## src/rtl/player_guess_tx.sv

```systemverilog
// player_guess_tx: screens keypad guesses, queues accepted letters in a FIFO
// and sends each one as a UART 8N1 frame on tx_serial.
`default_nettype none

module player_guess_tx #(
    parameter int CLKS_PER_BIT = 1042,
    parameter int DEPTH        = 4
) (
    input  logic       clk,
    input  logic       nRst,
    input  logic       ready,
    input  logic [7:0] msg,
    input  logic       gameEnd,
    output logic       tx_serial,
    output logic       blue,
    output logic       full,
    output logic       err_LED
);

    localparam int c_AW = $clog2(DEPTH);
    localparam int c_CW = (CLKS_PER_BIT > 1) ? $clog2(CLKS_PER_BIT) : 1;
    localparam logic [c_CW-1:0] c_BAUD_LAST = c_CW'(CLKS_PER_BIT - 1);
    localparam logic [c_CW-1:0] c_BAUD_ONE  = c_CW'(1);
    localparam logic [c_AW:0]   c_PTR_ONE   = (c_AW + 1)'(1);

    typedef enum logic [1:0] {
        S_IDLE  = 2'd0,
        S_START = 2'd1,
        S_DATA  = 2'd2,
        S_STOP  = 2'd3
    } state_t;

    state_t            r_state;
    state_t            w_state_nxt;
    logic [c_CW-1:0]   r_baud;
    logic [2:0]        r_bit_idx;
    logic [7:0]        r_shift;
    logic              r_tx;
    logic              w_tx_nxt;
    logic              r_blue;
    logic              r_err;
    logic [25:0]       r_mask;
    logic              r_ge_q;
    logic [7:0]        r_mem [DEPTH];
    logic [c_AW:0]     r_wr_ptr;
    logic [c_AW:0]     r_rd_ptr;

    logic              w_empty;
    logic              w_full;
    logic              w_baud_last;
    logic              w_ge_rise;
    logic              w_can_pop;
    logic              w_pop;
    logic              w_commit;
    logic              w_letter;
    logic [4:0]        w_idx;
    logic              w_dup;
    logic              w_push;
    logic              w_reject;

    // Pointers carry one extra wrap bit so full and empty are distinguishable.
    assign w_empty     = (r_wr_ptr == r_rd_ptr);
    assign w_full      = (r_wr_ptr[c_AW] != r_rd_ptr[c_AW]) &&
                         (r_wr_ptr[c_AW-1:0] == r_rd_ptr[c_AW-1:0]);
    assign w_baud_last = (r_baud == c_BAUD_LAST);
    assign w_ge_rise   = gameEnd & ~r_ge_q;

    // The head leaves the FIFO when the line is idle or as a stop bit completes;
    // a gameEnd rising edge wins so a flushed letter is never sent.
    assign w_can_pop = (r_state == S_IDLE) || ((r_state == S_STOP) && w_baud_last);
    assign w_pop     = w_can_pop & ~w_empty & ~w_ge_rise;

    // 'A'..'Z' have low five bits 1..26, so subtracting one gives the mask index.
    assign w_commit = ready & ~gameEnd;
    assign w_letter = (msg >= 8'h41) && (msg <= 8'h5A);
    assign w_idx    = msg[4:0] - 5'd1;
    assign w_dup    = w_letter && r_mask[w_idx];
    assign w_push   = w_commit & w_letter & ~w_dup & (~w_full | w_pop);
    assign w_reject = w_commit & ~w_push;

    always_comb begin
        w_state_nxt = r_state;
        w_tx_nxt    = 1'b1;
        case (r_state)
            S_IDLE: begin
                if (w_pop) begin
                    w_state_nxt = S_START;
                end
            end
            S_START: begin
                w_tx_nxt = 1'b0;
                if (w_baud_last) begin
                    w_state_nxt = S_DATA;
                end
            end
            S_DATA: begin
                w_tx_nxt = r_shift[r_bit_idx];
                if (w_baud_last && (r_bit_idx == 3'd7)) begin
                    w_state_nxt = S_STOP;
                end
            end
            S_STOP: begin
                if (w_baud_last) begin
                    w_state_nxt = w_pop ? S_START : S_IDLE;
                end
            end
            default: begin
                w_state_nxt = S_IDLE;
            end
        endcase
    end

    always_ff @(posedge clk or negedge nRst) begin
        if (!nRst) begin
            r_state   <= S_IDLE;
            r_baud    <= '0;
            r_bit_idx <= '0;
            r_shift   <= '0;
            r_tx      <= 1'b1;
            r_blue    <= 1'b0;
        end else begin
            r_state <= w_state_nxt;
            r_tx    <= w_tx_nxt;
            r_blue  <= (r_state != S_IDLE) | ~w_empty;
            if ((r_state == S_IDLE) || w_baud_last) begin
                r_baud <= '0;
            end else begin
                r_baud <= r_baud + c_BAUD_ONE;
            end
            if ((r_state == S_DATA) && w_baud_last) begin
                r_bit_idx <= r_bit_idx + 3'd1;
            end
            if (w_pop) begin
                r_shift <= r_mem[r_rd_ptr[c_AW-1:0]];
            end
        end
    end

    always_ff @(posedge clk) begin
        if (w_push) begin
            r_mem[r_wr_ptr[c_AW-1:0]] <= msg;
        end
    end

    always_ff @(posedge clk or negedge nRst) begin
        if (!nRst) begin
            r_wr_ptr <= '0;
            r_rd_ptr <= '0;
            r_mask   <= '0;
            r_err    <= 1'b0;
            r_ge_q   <= 1'b0;
        end else begin
            r_ge_q <= gameEnd;
            if (w_push) begin
                r_wr_ptr <= r_wr_ptr + c_PTR_ONE;
            end
            if (w_ge_rise) begin
                r_rd_ptr <= r_wr_ptr;
                r_mask   <= '0;
            end else begin
                if (w_pop) begin
                    r_rd_ptr <= r_rd_ptr + c_PTR_ONE;
                end
                if (w_push) begin
                    r_mask[w_idx] <= 1'b1;
                end
            end
            if (w_reject) begin
                r_err <= 1'b1;
            end else if (w_push) begin
                r_err <= 1'b0;
            end
        end
    end

    assign tx_serial = r_tx;
    assign blue      = r_blue;
    assign full      = w_full;
    assign err_LED   = r_err;

endmodule

`default_nettype wire

```

## config.mk

```make
export PLATFORM = sky130hd
export DESIGN_NAME = player_guess_tx
export DESIGN_NICKNAME = d
export VERILOG_FILES = /design/src/rtl/player_guess_tx.sv
export SDC_FILE = /design/constraint.sdc
export NUM_CORES = 1
export LEC_CHECK = 0
export ABC_AREA = 1
export CAP_MARGIN = 20
export CORE_UTILIZATION = 62
export CTS_CLUSTER_SIZE = 10
export DETAILED_ROUTE_END_ITERATION = 7
export PLACE_DENSITY = 0.8
export SYNTH_ARGS = -nofsm -noshare
export SYNTH_HDL_FRONTEND = slang
export SYNTH_SLANG_ARGS = --single-unit
```

## constraint.sdc

```tcl
create_clock -name clk -period 2.95 [get_ports clk]
set_input_delay 0.59 -clock clk [delete_from_list [all_inputs] [get_ports clk]]
set_output_delay 0.59 -clock clk [all_outputs]
set_load 0.01 [all_outputs]
```

==> results of run 1 <==
## layout make-up
| type | count | area, um^2 | share of cell area (%) |
|---|---|---|---|
| Tap cell | 102 | 128 | 2.31 |
| Inverter | 74 | 283 | 5.12 |
| Clock buffer | 9 | 124 | 2.24 |
| Sequential cell | 92 | 2460 | 44.6 |
| Clock inverter | 7 | 75.1 | 1.36 |
| Multi-Input combinational cell | 411 | 2130 | 38.7 |
| Timing Repair Buffer | 37 | 310 | 5.62 |
## worst max path at each step
stage	start	endpoint	cells after the start
6_report	r_rd_ptr[1]$_DFFE_PN0P_	full	6
5_1_grt	r_rd_ptr[1]$_DFFE_PN0P_	full	6
4_1_cts	r_rd_ptr[1]$_DFFE_PN0P_	full	6
3_5_place_dp	msg[0]	r_mem[2][2]$_DFFE_PP_	15
3_3_place_gp	msg[0]	r_mem[3][6]$_DFFE_PP_	15
2_1_floorplan	msg[0]	r_mem[0][0]$_DFFE_PP_	15
## metal layers
metal  vias to the layer above  part of all wire [%]  global-route usage, %
met4                         0                   2.0                   11.0
met2                       120                    51                   47.5
met1                      1944                    42                   35.7
met5                         -                     0                      0
li1                       2020                     -                      -
met3                        22                   4.9                   4.60
## layout by cell type, fill, tap and decap left out, drive strengths merged, types with 2 or more instances in the layout
cell type      count
ha                20
clkdlybuf4s50     14
clkinvlp           4
nand3             58
inv               74
nand2            184
o221ai             3
a21oi             14
nor2              38
nor4               3
o22ai              8
o211ai             3
clkbuf             9
nor3              10
o21ai             32
dfrtp             59
clkinv             2
buf               23
edfxtp            32
xor2               3
xnor2              3
nand4             27
## through the flow
step                instance area, um^2  utilization (%)
finish                             5520             70.3
global route                       5520             70.3
CTS                                5520             70.3
detailed placement                 5320             67.8
global placement                   5320             67.8
floorplan                          5110                -
## cell families (layout without fill, tap and decap cells)
| group | count (synthesis) | after routing |
|---|---|---|
| AO/OA/AOI/OAI | 61 | 61 |
| XOR/XNOR | 6 | 6 |
| adder cells (fa/ha/maj) | 20 | 20 |
| buffers and inverters | 96 | 127 |
| flip-flops | 92 | 92 |
| multiplexers | 1 | 1 |
| AND/OR/NAND/NOR | 323 | 323 |
## flip-flops by register name, summed over array words and instances (netlist names)
signal and flops:
r_mem 32, r_baud 11, r_ge_q 1, tx_serial 1
r_wr_ptr 3, r_mask 26, r_bit_idx 3, r_rd_ptr 3
r_state 2, err_LED 1, r_shift 8, blue 1
## cells in the mapped netlist, drive strengths merged
| cell | n | share of area, % |
|---|---|---|
| nand2 | 184 | 14 |
| xor2 | 3 | 0.51 |
| nor3b | 1 | 0.15 |
| nor3 | 10 | 0.98 |
| nand3 | 58 | 6.5 |
| nor4 | 3 | 0.37 |
| a21oi | 14 | 1.6 |
| o211ai | 3 | 0.44 |
| o21a | 1 | 0.15 |
| o221ai | 3 | 0.51 |
| o22ai | 8 | 0.98 |
| dfrtp | 59 | 29 |
| inv | 73 | 5.5 |
| xnor2 | 3 | 0.66 |
| clkinv | 1 | 0.073 |
| edfxtp | 32 | 19 |
| buf | 16 | 3.3 |
| or2 | 1 | 0.12 |
| nor2 | 38 | 2.9 |
| nand3b | 1 | 0.15 |
| ha | 20 | 4.9 |
| o21ai | 32 | 3.1 |
| dfstp | 1 | 0.51 |
| nand4 | 27 | 3.3 |
| mux2 | 1 | 0.22 |
| clkbuf | 6 | 1.2 |
## worst reg2reg max path, cell delays in order (launching register included)
cell,delay (ps)
dfrtp_1,410
inv_1,70
ha_1,130
inv_1,70
nor2_2,110
nand3_2,120
nand2_4,150
nand3_4,170
a21oi_4,200
nand2_4,110
nor2_1,140
buf_4,180
## where the power goes
part	switching (mW)	internal [mW]
sequential	0.0906	1.45
clock	0.475	0.393
combinational	0.665	0.346
==> summary.md, run 1 <==
| Metric | Value |
|---|---|
| Worst reg-to-reg path cell count | 11 |
| Final Power | 3.43 mW |
| TritonRoute pass-1 iters | 6 |
| Drt total wl | 11,100 um |
| Status | complete, no violations |
| Mux cell area share after synthesis | 0.220% |
| Max clock buf depth | 2 |
| Main combinational cell family by area after synthesis | simple AND/OR/NAND/NOR gates |
| CP max-delay cell | clkdlybuf4s50_1 |
| Crit Path Category | register to output pin |
| 1st-iter DRT viols | between 200 and 300 |
| Nets | 657 |
| Rows | 32 |
| Final min period | 2820 ps |
| Yosys cell types | 39 |
| Fin cells | 732 |
| H-Tree Depth | 3 |
| Final TNS setup | 0 ps |
| Arrival time at the worst endpoint | 2230 ps |
| Die area | between 8000 and 9000 um^2 |
| Clock-pin slew on the worst setup and hold paths | ~90 ps |
| Crit path capture type | output pin |
| Final Max Tran Viols | 0 |
| Skew final | 15.5 ps |
| CTS tree | yes |
| Die Wd | 92.8 um |
| Gpl congestion | 0.906 |
| Post-synthesis sequential area ratio | 48.2% |
| Final hold viol count | 0 |
| DR vias | between 4,000 and 5,000 |
| DRC | 0 |
| Total Routing Usage GR | 28.0% |
| Largest net degree at the start of global routing | 57 |
| Most frequent cell on the critical path | nand2_1 |
| Final worst setup slack | 128 ps |
| Final setup violation count | 0 |
| PortBufs | 15 |
| Actual slew at the worst max-slew pin | between 500 and 600 ps |
| R2R Setup Slk | 810 ps |
| Compound-Gate Fraction of Synth Area | between 6 and 7% |
| Post-CTS Setup Inserts | 0 |
| RR Endpoint | r_mem[3][4]$_DFFE_PP_ |
| Period utilisation layout | between 90% and 100% |
| IO Pins | 16 |
| Slew headroom | 60.4% |
| Grt total ovfl | 0 |
| DR vias/cell | about 5.6 |
| Syn_nets | roughly 630 |
| Initial antenna violation count | 0 |
| DP Worst Slack | 88.8 ps |
| Critical Path RT | 2360 ps |
| Worst r2r src | r_baud[1]$_DFF_PN0_ |
| Mean routed wirelength per cell | between 15 and 20 um |
| Synthesized area | 5110 um^2 |
| Die Y | 92.8 um |
| CP cell instances | inv_4 -> nand2_1 -> nand2_2 -> nand2_1 -> nor2_1 -> clkdlybuf4s50_1 |
| Cells after DPL | roughly 720 |
| Kind of cell adding the most delay to the critical path | buffers and inverters |
| Clock latency on the worst-skew pair | approximately 380 ps |
| Adder-cell area share of the yosys netlist | 4.90% |
| Layout cells sized above 1 | 11.4% |
| Worst setup SP type | register |
| CTS Sinks | slightly above 90 |
| Fill cells | 629 |
| Fmax | 0.354 GHz |
| Max-cap violations | 0 |
| Leakage power | 2.62 nW |
| Mapped Cells | between 500 and 600 |
| Critical path peak fanout | 11 |
| Vias in the first global route | 3,967 |
| RSZ-0062 raised after global routing | false |
| Clk root buf | clkbuf_8 |
| Post-CTS Hold Fix Bufs | 0 |
| Number of register bits inferred by synthesis | 92 |
| Floorplan core area | 7850 um^2 |
| Area share of and/or/nand/nor cells after synthesis | about 29% |
| Slowest stage delay, CP | 630 ps |
| Antenna diodes | 0 |
| CTS resizes | 0 |
| Mapped Avg Cell Area | 8.53 um^2 |
| CTS buffer count | 9 |
| Dpl hpwl | 7710 um |
| Area Growth Syn to Fin | 7.98% |
| Worst Hold Slack | 76.3 ps |
| Number of warnings issued by yosys | 0 |
| Initial Util | 65.1% |
| First-pass GRT wire length | 18,500 um |
| Worst min path class | input pin to async pin |
| Power Density | 621 nW/um^2 |
| Worst path bufs/invs | 2 |
| Peak VDD IR | 0.250 mV |
| Antenna-violating nets left | 0 |
| Synth Area in XOR/XNOR | 1.18% |
(Power assumes the default switching activity.)
==> run 2, diff against run 1 <==
- MAX_ROUTING_LAYER: unset -> met4
==> run 2 against run 1 <==
Against the previous run: routed wire length is essentially flat; first-iteration DRC count decreased by 29%; combinational power barely moved; via count up 0.34%; hold slack got worse by 37 ps; count of clock-buffer cells in the layout stayed put; register-to-register slack better by 50 ps; critical endpoint unchanged; highest routed layer unchanged.
==> summary.md, run 2 (synthesis gave the netlist of run 1 again) <==
| Metric | Value |
|---|---|
| Power Density | 649 nW/um^2 (was 621 nW/um^2) |
| Final hold viol count | 0 (unchanged) |
| Grt total ovfl | 0 (unchanged) |
| Worst setup SP type | register (unchanged) |
| Fill cells | 610 (was 629) |
| Antenna-violating nets left | 0 (unchanged) |
| Worst r2r src | r_state[0]$_DFFE_PN0P_ (was r_baud[1]$_DFF_PN0_) |
| IO Pins | 16 (unchanged) |
| DP Worst Slack | 95.7 ps (was 88.8 ps) |
| Status | complete, no violations (unchanged) |
| Cells after DPL | 715 (was 716) |
| Slew headroom | 53.2% (was 60.4%) |
| Worst Setup SP | r_wr_ptr[0]$_DFFE_PN0P_ (was r_rd_ptr[1]$_DFFE_PN0P_) |
| Worst min path class | input pin to async pin (unchanged) |
| Final setup violation count | 0 (unchanged) |
| Post-CTS Hold Fix Bufs | 0 (unchanged) |
| Mean routed wirelength per cell | 15.2 um (about the same) |
| CP max-delay cell | clkdlybuf4s50_1 (unchanged) |
| Period utilisation layout | 95.8% (was 95.7%) |
| TritonRoute pass-1 iters | 5 (was 6) |
| Largest net degree at the start of global routing | 57 (unchanged) |
| CTS resizes | 0 (unchanged) |
| 1st-iter DRT viols | 190 (was 266) |
| Worst Hold Slack | 39.3 ps (was 76.3 ps) |
| Dpl cell area | 5310 um^2 (was 5320 um^2) |
| Kind of cell adding the most delay to the critical path | buffers and inverters (unchanged) |
| Critical path peak fanout | 5 (was 11) |
| DR vias/cell | 5.64 (was 5.61) |
| Max clock buf depth | 2 (unchanged) |
| CTS buffer count | 9 (unchanged) |
| H-Tree Depth | 3 (unchanged) |
| Initial antenna violation count | 0 (unchanged) |
| Crit Path Category | register to output pin (unchanged) |
| Die Y | 92.8 um (unchanged) |
| DR vias | 4,120 (was 4,106) |
| Antenna diodes | 0 (unchanged) |
| Fmax | 0.354 GHz (about the same) |
| Final TNS setup | 0 ps (unchanged) |
| Crit path capture type | output pin (unchanged) |
| Peak VDD IR | 0.332 mV (was 0.250 mV) |
| Vias in the first global route | 3,911 (was 3,967) |
| RSZ-0062 raised after global routing | false (unchanged) |
| Slowest stage delay, CP | 630 ps (about the same) |
| Worst path bufs/invs | 2 (unchanged) |
| PortBufs | 15 (unchanged) |
| Commonest non-fill, non-tap cell in the layout | nand2_1 (unchanged) |
| CTS Sinks | 92 (unchanged) |
| Area Growth Syn to Fin | 8.74% (was 7.98%) |
| Max reg flops | 32 (unchanged) |
| Initial Util | 65.1% (unchanged) |
| Drt total wl | 11,100 um (about the same) |
| Post-route cell area | 5560 um^2 (was 5520 um^2) |
| Max-cap violations | 0 (unchanged) |
| Arrival time at the worst endpoint | 2240 ps (was 2230 ps) |
| CTS tree | yes (unchanged) |
| Clk root buf | clkbuf_8 (unchanged) |
| Most frequent cells in the layout | nand2_1, inv_1, dfrtp_1, nand3_1, nor2_1 (unchanged) |
| Clock-pin slew on the worst setup and hold paths | 100 ps (was 90 ps) |
| Actual slew at the worst max-slew pin | 702 ps (was 589 ps) |
| Total Routing Usage GR | 28.5% (was 28.0%) |
| Clock latency on the worst-skew pair | 360 ps (was 380 ps) |
| Critical Path RT | 2360 ps (about the same) |
| Fin cells | 731 (was 732) |
| Final Max Tran Viols | 0 (unchanged) |
| Gpl congestion | 0.921 (was 0.906) |
| Leakage power | 2.64 nW (was 2.62 nW) |
| Dpl hpwl | 7480 um (was 7710 um) |
| Skew final | 13.9 ps (was 15.5 ps) |
| Nets | 656 (was 657) |
| Most frequent cell on the critical path | nand2_1 (unchanged) |
| Final min period | 2830 ps (was 2820 ps) |
| Post-CTS Setup Inserts | 0 (unchanged) |
| Die Wd | 92.8 um (unchanged) |
| CP cell instances | inv_1 -> nand2_1 -> nand2_1 -> nand2_1 -> nor2_1 -> clkdlybuf4s50_1 (was inv_4 -> nand2_1 -> nand2_2 -> nand2_1 -> nor2_1 -> clkdlybuf4s50_1) |
| Layout cells sized above 1 | 11.3% (was 11.4%) |
| DRC | 0 (unchanged) |
| Final worst setup slack | 124 ps (was 128 ps) |
| Die area | 8610 um^2 (unchanged) |
| Rows | 32 (unchanged) |
| Floorplan core area | 7850 um^2 (unchanged) |
| First-pass GRT wire length | 18,400 um (was 18,500 um) |
==> run 2: through the flow <==
stage	total power [mW]	utilization, %
floorplan	2.30	-
global placement	2.54	67.7
detailed placement	2.58	67.7
CTS	3.62	70.8
global route	3.82	70.8
finish	3.61	70.8
==> run 2: metal layers <==
metal	routed length (um)	up-vias	global-route usage, %
met5	0	-	-
met4	216	0	8.97
met3	519	19	5.42
met2	5600	114	47.1
met1	4790	1966	35.6
li1	-	2021	-
==> run 2: where the power goes <==
group | internal (mW) | switching (mW) | leakage (nW)
Sequential | 1.45 | 0.0948 | 1.09
Combinational | 0.345 | 0.675 | 1.43
Clock | 0.569 | 0.470 | 0.120
==> run 2: area by class of cell <==
type / instances / area, um^2 / share of cell area, %
clock inverters: 7 / 121 / 2.18
flip-flops and latches: 92 / 2460 / 44.3
clock buffers: 9 / 124 / 2.23
multi-input cells: 411 / 2130 / 38.4
well taps: 102 / 128 / 2.30
inverters: 74 / 283 / 5.09
repair buffers: 36 / 303 / 5.45
==> run 2: worst register-to-register path, delay by kind of cell, from the launching register on <==
family                   cells  cell delay (ps)
AO/OA/AOI/OAI                1              200
adder cells (fa/ha/maj)      1              200
buffers and inverters        4              460
flip-flops                   1              450
AND/OR/NAND/NOR              5              490
==> run 2: path summary, 6_finish.rpt <==
path / endpoint / slack, ps / depth (start not counted)
worst max-delay path: full / 120 / 6
worst min-delay path: r_bit_idx[0]$_DFFE_PN0P_ / 40 / 1
worst max register to register: r_mem[2][5]$_DFFE_PP_ / 860 / 11
worst min register to register: r_shift[0]$_DFFE_PN0P_ / 490 / 2
max in group asynchronous: r_mask[13]$_DFFE_PN0P_ / 1980 / 2
min in group clk: r_shift[0]$_DFFE_PN0P_ / 490 / 2
==> run 3, diff against run 2 <==
- CORE_MARGIN: unset -> 2
==> run 3 against run 2 <==
Against the previous run: design area decreased by 0.74%; setup slack improved by 39 ps; clock power decreased by 16%; via count increased by 0.39%; power decreased by 4.9%; routed wire length decreased by 1.9%; largest power group unchanged; sequential share of layout area increased by 0.35 points; maximum frequency increased by 1.4%; first-iteration DRC count increased by 93%; highest routed layer unchanged; sequential power about the same.
==> summary.md, run 3 (synthesis gave the netlist of run 1 again) <==
| Metric | Value |
|---|---|
| IO Pins | 16 (unchanged) |
| RSZ-0062 raised after global routing | false (unchanged) |
| Final min period | 2790 ps (was 2830 ps) |
| CP cell instances | inv_1 -> nand2_1 -> nand2_1 -> nand2_1 -> nor2_1 -> clkdlybuf4s50_1 (unchanged) |
| Slowest stage delay, CP | 610 ps (was 630 ps) |
| Vias in the first global route | 3,844 (was 3,911) |
| Max clock buf depth | 2 (unchanged) |
| Die area | 8980 um^2 (was 8610 um^2) |
| R2R Setup Slk | 810 ps (was 860 ps) |
| Nets | 656 (unchanged) |
| H-Tree Depth | 3 (unchanged) |
| Antenna-violating nets left | 0 (unchanged) |
| DRC | 0 (unchanged) |
| Worst path bufs/invs | 2 (unchanged) |
| Layout cells sized above 1 | 11.1% (was 11.3%) |
| Most frequent cells in the layout | nand2_1, inv_1, dfrtp_1, nand3_1, nor2_1 (unchanged) |
| Largest net degree at the start of global routing | 57 (unchanged) |
| Worst min path class | input pin to async pin (unchanged) |
| Kind of cell adding the most delay to the critical path | buffers and inverters (unchanged) |
| Period utilisation layout | 94.5% (was 95.8%) |
| Gpl congestion | 0.935 (was 0.921) |
| Status | complete, no violations (unchanged) |
| Final Max Tran Viols | 0 (unchanged) |
| Worst setup SP type | register (unchanged) |
| Worst Setup SP | r_rd_ptr[0]$_DFFE_PN0P_ (was r_wr_ptr[0]$_DFFE_PN0P_) |
| Dpl hpwl | 7600 um (was 7480 um) |
| 1st-iter DRT viols | 366 (was 190) |
| Crit Path Category | register to output pin (unchanged) |
| Critical Path RT | 2360 ps (about the same) |
| Leakage power | 2.62 nW (was 2.64 nW) |
| Fmax | 0.359 GHz (was 0.354 GHz) |
| Crit path capture type | output pin (unchanged) |
| Rows | 33 (was 32) |
| Final Power | 3.43 mW (was 3.61 mW) |
| CTS Sinks | 92 (unchanged) |
| CP max-delay cell | clkdlybuf4s50_1 (unchanged) |
| Area Growth Syn to Fin | 7.93% (was 8.74%) |
| Floorplan core area | 8090 um^2 (was 7850 um^2) |
| Worst reg-to-reg path cell count | 11 (unchanged) |
| Max reg flops | 32 (unchanged) |
| Drt total wl | 10,900 um (was 11,100 um) |
| CTS tree | yes (unchanged) |
| Die Y | 94.8 um (was 92.8 um) |
| Final hold viol count | 0 (unchanged) |
| Slew headroom | 48.7% (was 53.2%) |
| Antenna diodes | 0 (unchanged) |
| Total Routing Usage GR | 27.2% (was 28.5%) |
| Skew final | 8.97 ps (was 13.9 ps) |
| CTS buffer count | 9 (unchanged) |
| TritonRoute pass-1 iters | 5 (unchanged) |
| Initial antenna violation count | 0 (unchanged) |
| Final setup violation count | 0 (unchanged) |
| DR vias | 4,136 (was 4,120) |
| Grt total ovfl | 0 (unchanged) |
| Final TNS setup | 0 ps (unchanged) |
| Worst r2r src | r_rd_ptr[0]$_DFFE_PN0P_ (was r_state[0]$_DFFE_PN0P_) |
| First-pass GRT wire length | 18,400 um (about the same) |
| Most frequent cell on the critical path | nand2_1 (unchanged) |
| DR vias/cell | 5.63 (was 5.64) |
| Critical path peak fanout | 21 (was 5) |
| Levels on crit path | 6 (unchanged) |
| Die Wd | 94.8 um (was 92.8 um) |
| Peak VDD IR | 0.381 mV (was 0.332 mV) |
| Mean routed wirelength per cell | 14.9 um (was 15.2 um) |
| Commonest non-fill, non-tap cell in the layout | nand2_1 (unchanged) |
| Initial Util | 63.1% (was 65.1%) |
| Max-cap violations | 0 (unchanged) |
| Power Density | 622 nW/um^2 (was 649 nW/um^2) |
| Clock latency on the worst-skew pair | 360 ps (about the same) |
| PortBufs | 15 (unchanged) |
| Arrival time at the worst endpoint | 2200 ps (was 2240 ps) |
| Actual slew at the worst max-slew pin | 770 ps (was 702 ps) |
| RR Endpoint | r_mem[3][4]$_DFFE_PP_ (was r_mem[2][5]$_DFFE_PP_) |
| Clk root buf | clkbuf_8 (unchanged) |
| Clock-pin slew on the worst setup and hold paths | 100 ps (about the same) |
| Fill cells | 660 (was 610) |
run 3: power by group:
part           switching, mW  leakage [nW]  internal, mW
Sequential             0.121          1.09          1.46
Combinational          0.644          1.43         0.340
Clock                  0.467         0.100         0.402
run 3: area by class of cell:
cell class / count / area, um^2 / share of cell area, %
multi-input combinational: 411 / 2130 / 38.7
sequential: 92 / 2460 / 44.7
inverter: 74 / 283 / 5.13
timing repair buffer: 36 / 303 / 5.49
clock inverter: 6 / 71.3 / 1.29
tap: 105 / 131 / 2.38
clock buffer: 10 / 128 / 2.31
run 3: metal layers:
| layer | share of wire (%) | track usage (%) | vias up | routed length (um) |
|---|---|---|---|---|
| li1 | - | - | 2021 | - |
| met1 | 45 | 37.5 | 1968 | 4920 |
| met2 | 47 | 41.1 | 127 | 5140 |
| met3 | 6.2 | 4.31 | 20 | 677 |
| met4 | 1.6 | 9.54 | 0 | 174 |
| met5 | 0 | - | - | 0 |
run 3: per-stage QoR:
stage / hold WS, ps / instance area, um^2 / cells / setup WS (ps) / util [%]
after floorplan: 294 / 5110 / 599 / 186 / -
after global placement: 467 / 5320 / 718 / 124 / 65.7
final: 288 / 5520 / 734 / 163 / 68.2
after detailed placement: 473 / 5320 / 718 / 39.7 / 65.7
after CTS: 310 / 5510 / 734 / 32.4 / 68.1
after global routing: 339 / 5520 / 734 / 79.7 / 68.2
run 3: worst max-delay path by stage:
| stage | endpoint | slack [ps] |
|---|---|---|
| final | full | 160 |
| after global routing | full | 80 |
| after floorplan | r_mem[0][0]$_DFFE_PP_ | 190 |
| after detailed placement | r_mem[2][3]$_DFFE_PP_ | 40 |
| after CTS | full | 30 |
| after global placement | r_mem[3][1]$_DFFE_PP_ | 120 |
run 3: worst reg2reg max path, delay by kind of cell (launching register included):
family,cells,cell delay (ps)
AND/OR/NAND/NOR,7,690
flip-flops,1,580
buffers and inverters,3,370
AO/OA/AOI/OAI,1,200
run 3: what timing repair did:
item                       in CTS  in global routing
setup endpoints to repair       0                  1
setup buffers                   0                  0
resized for setup               0                  1
hold buffers                    0                  0
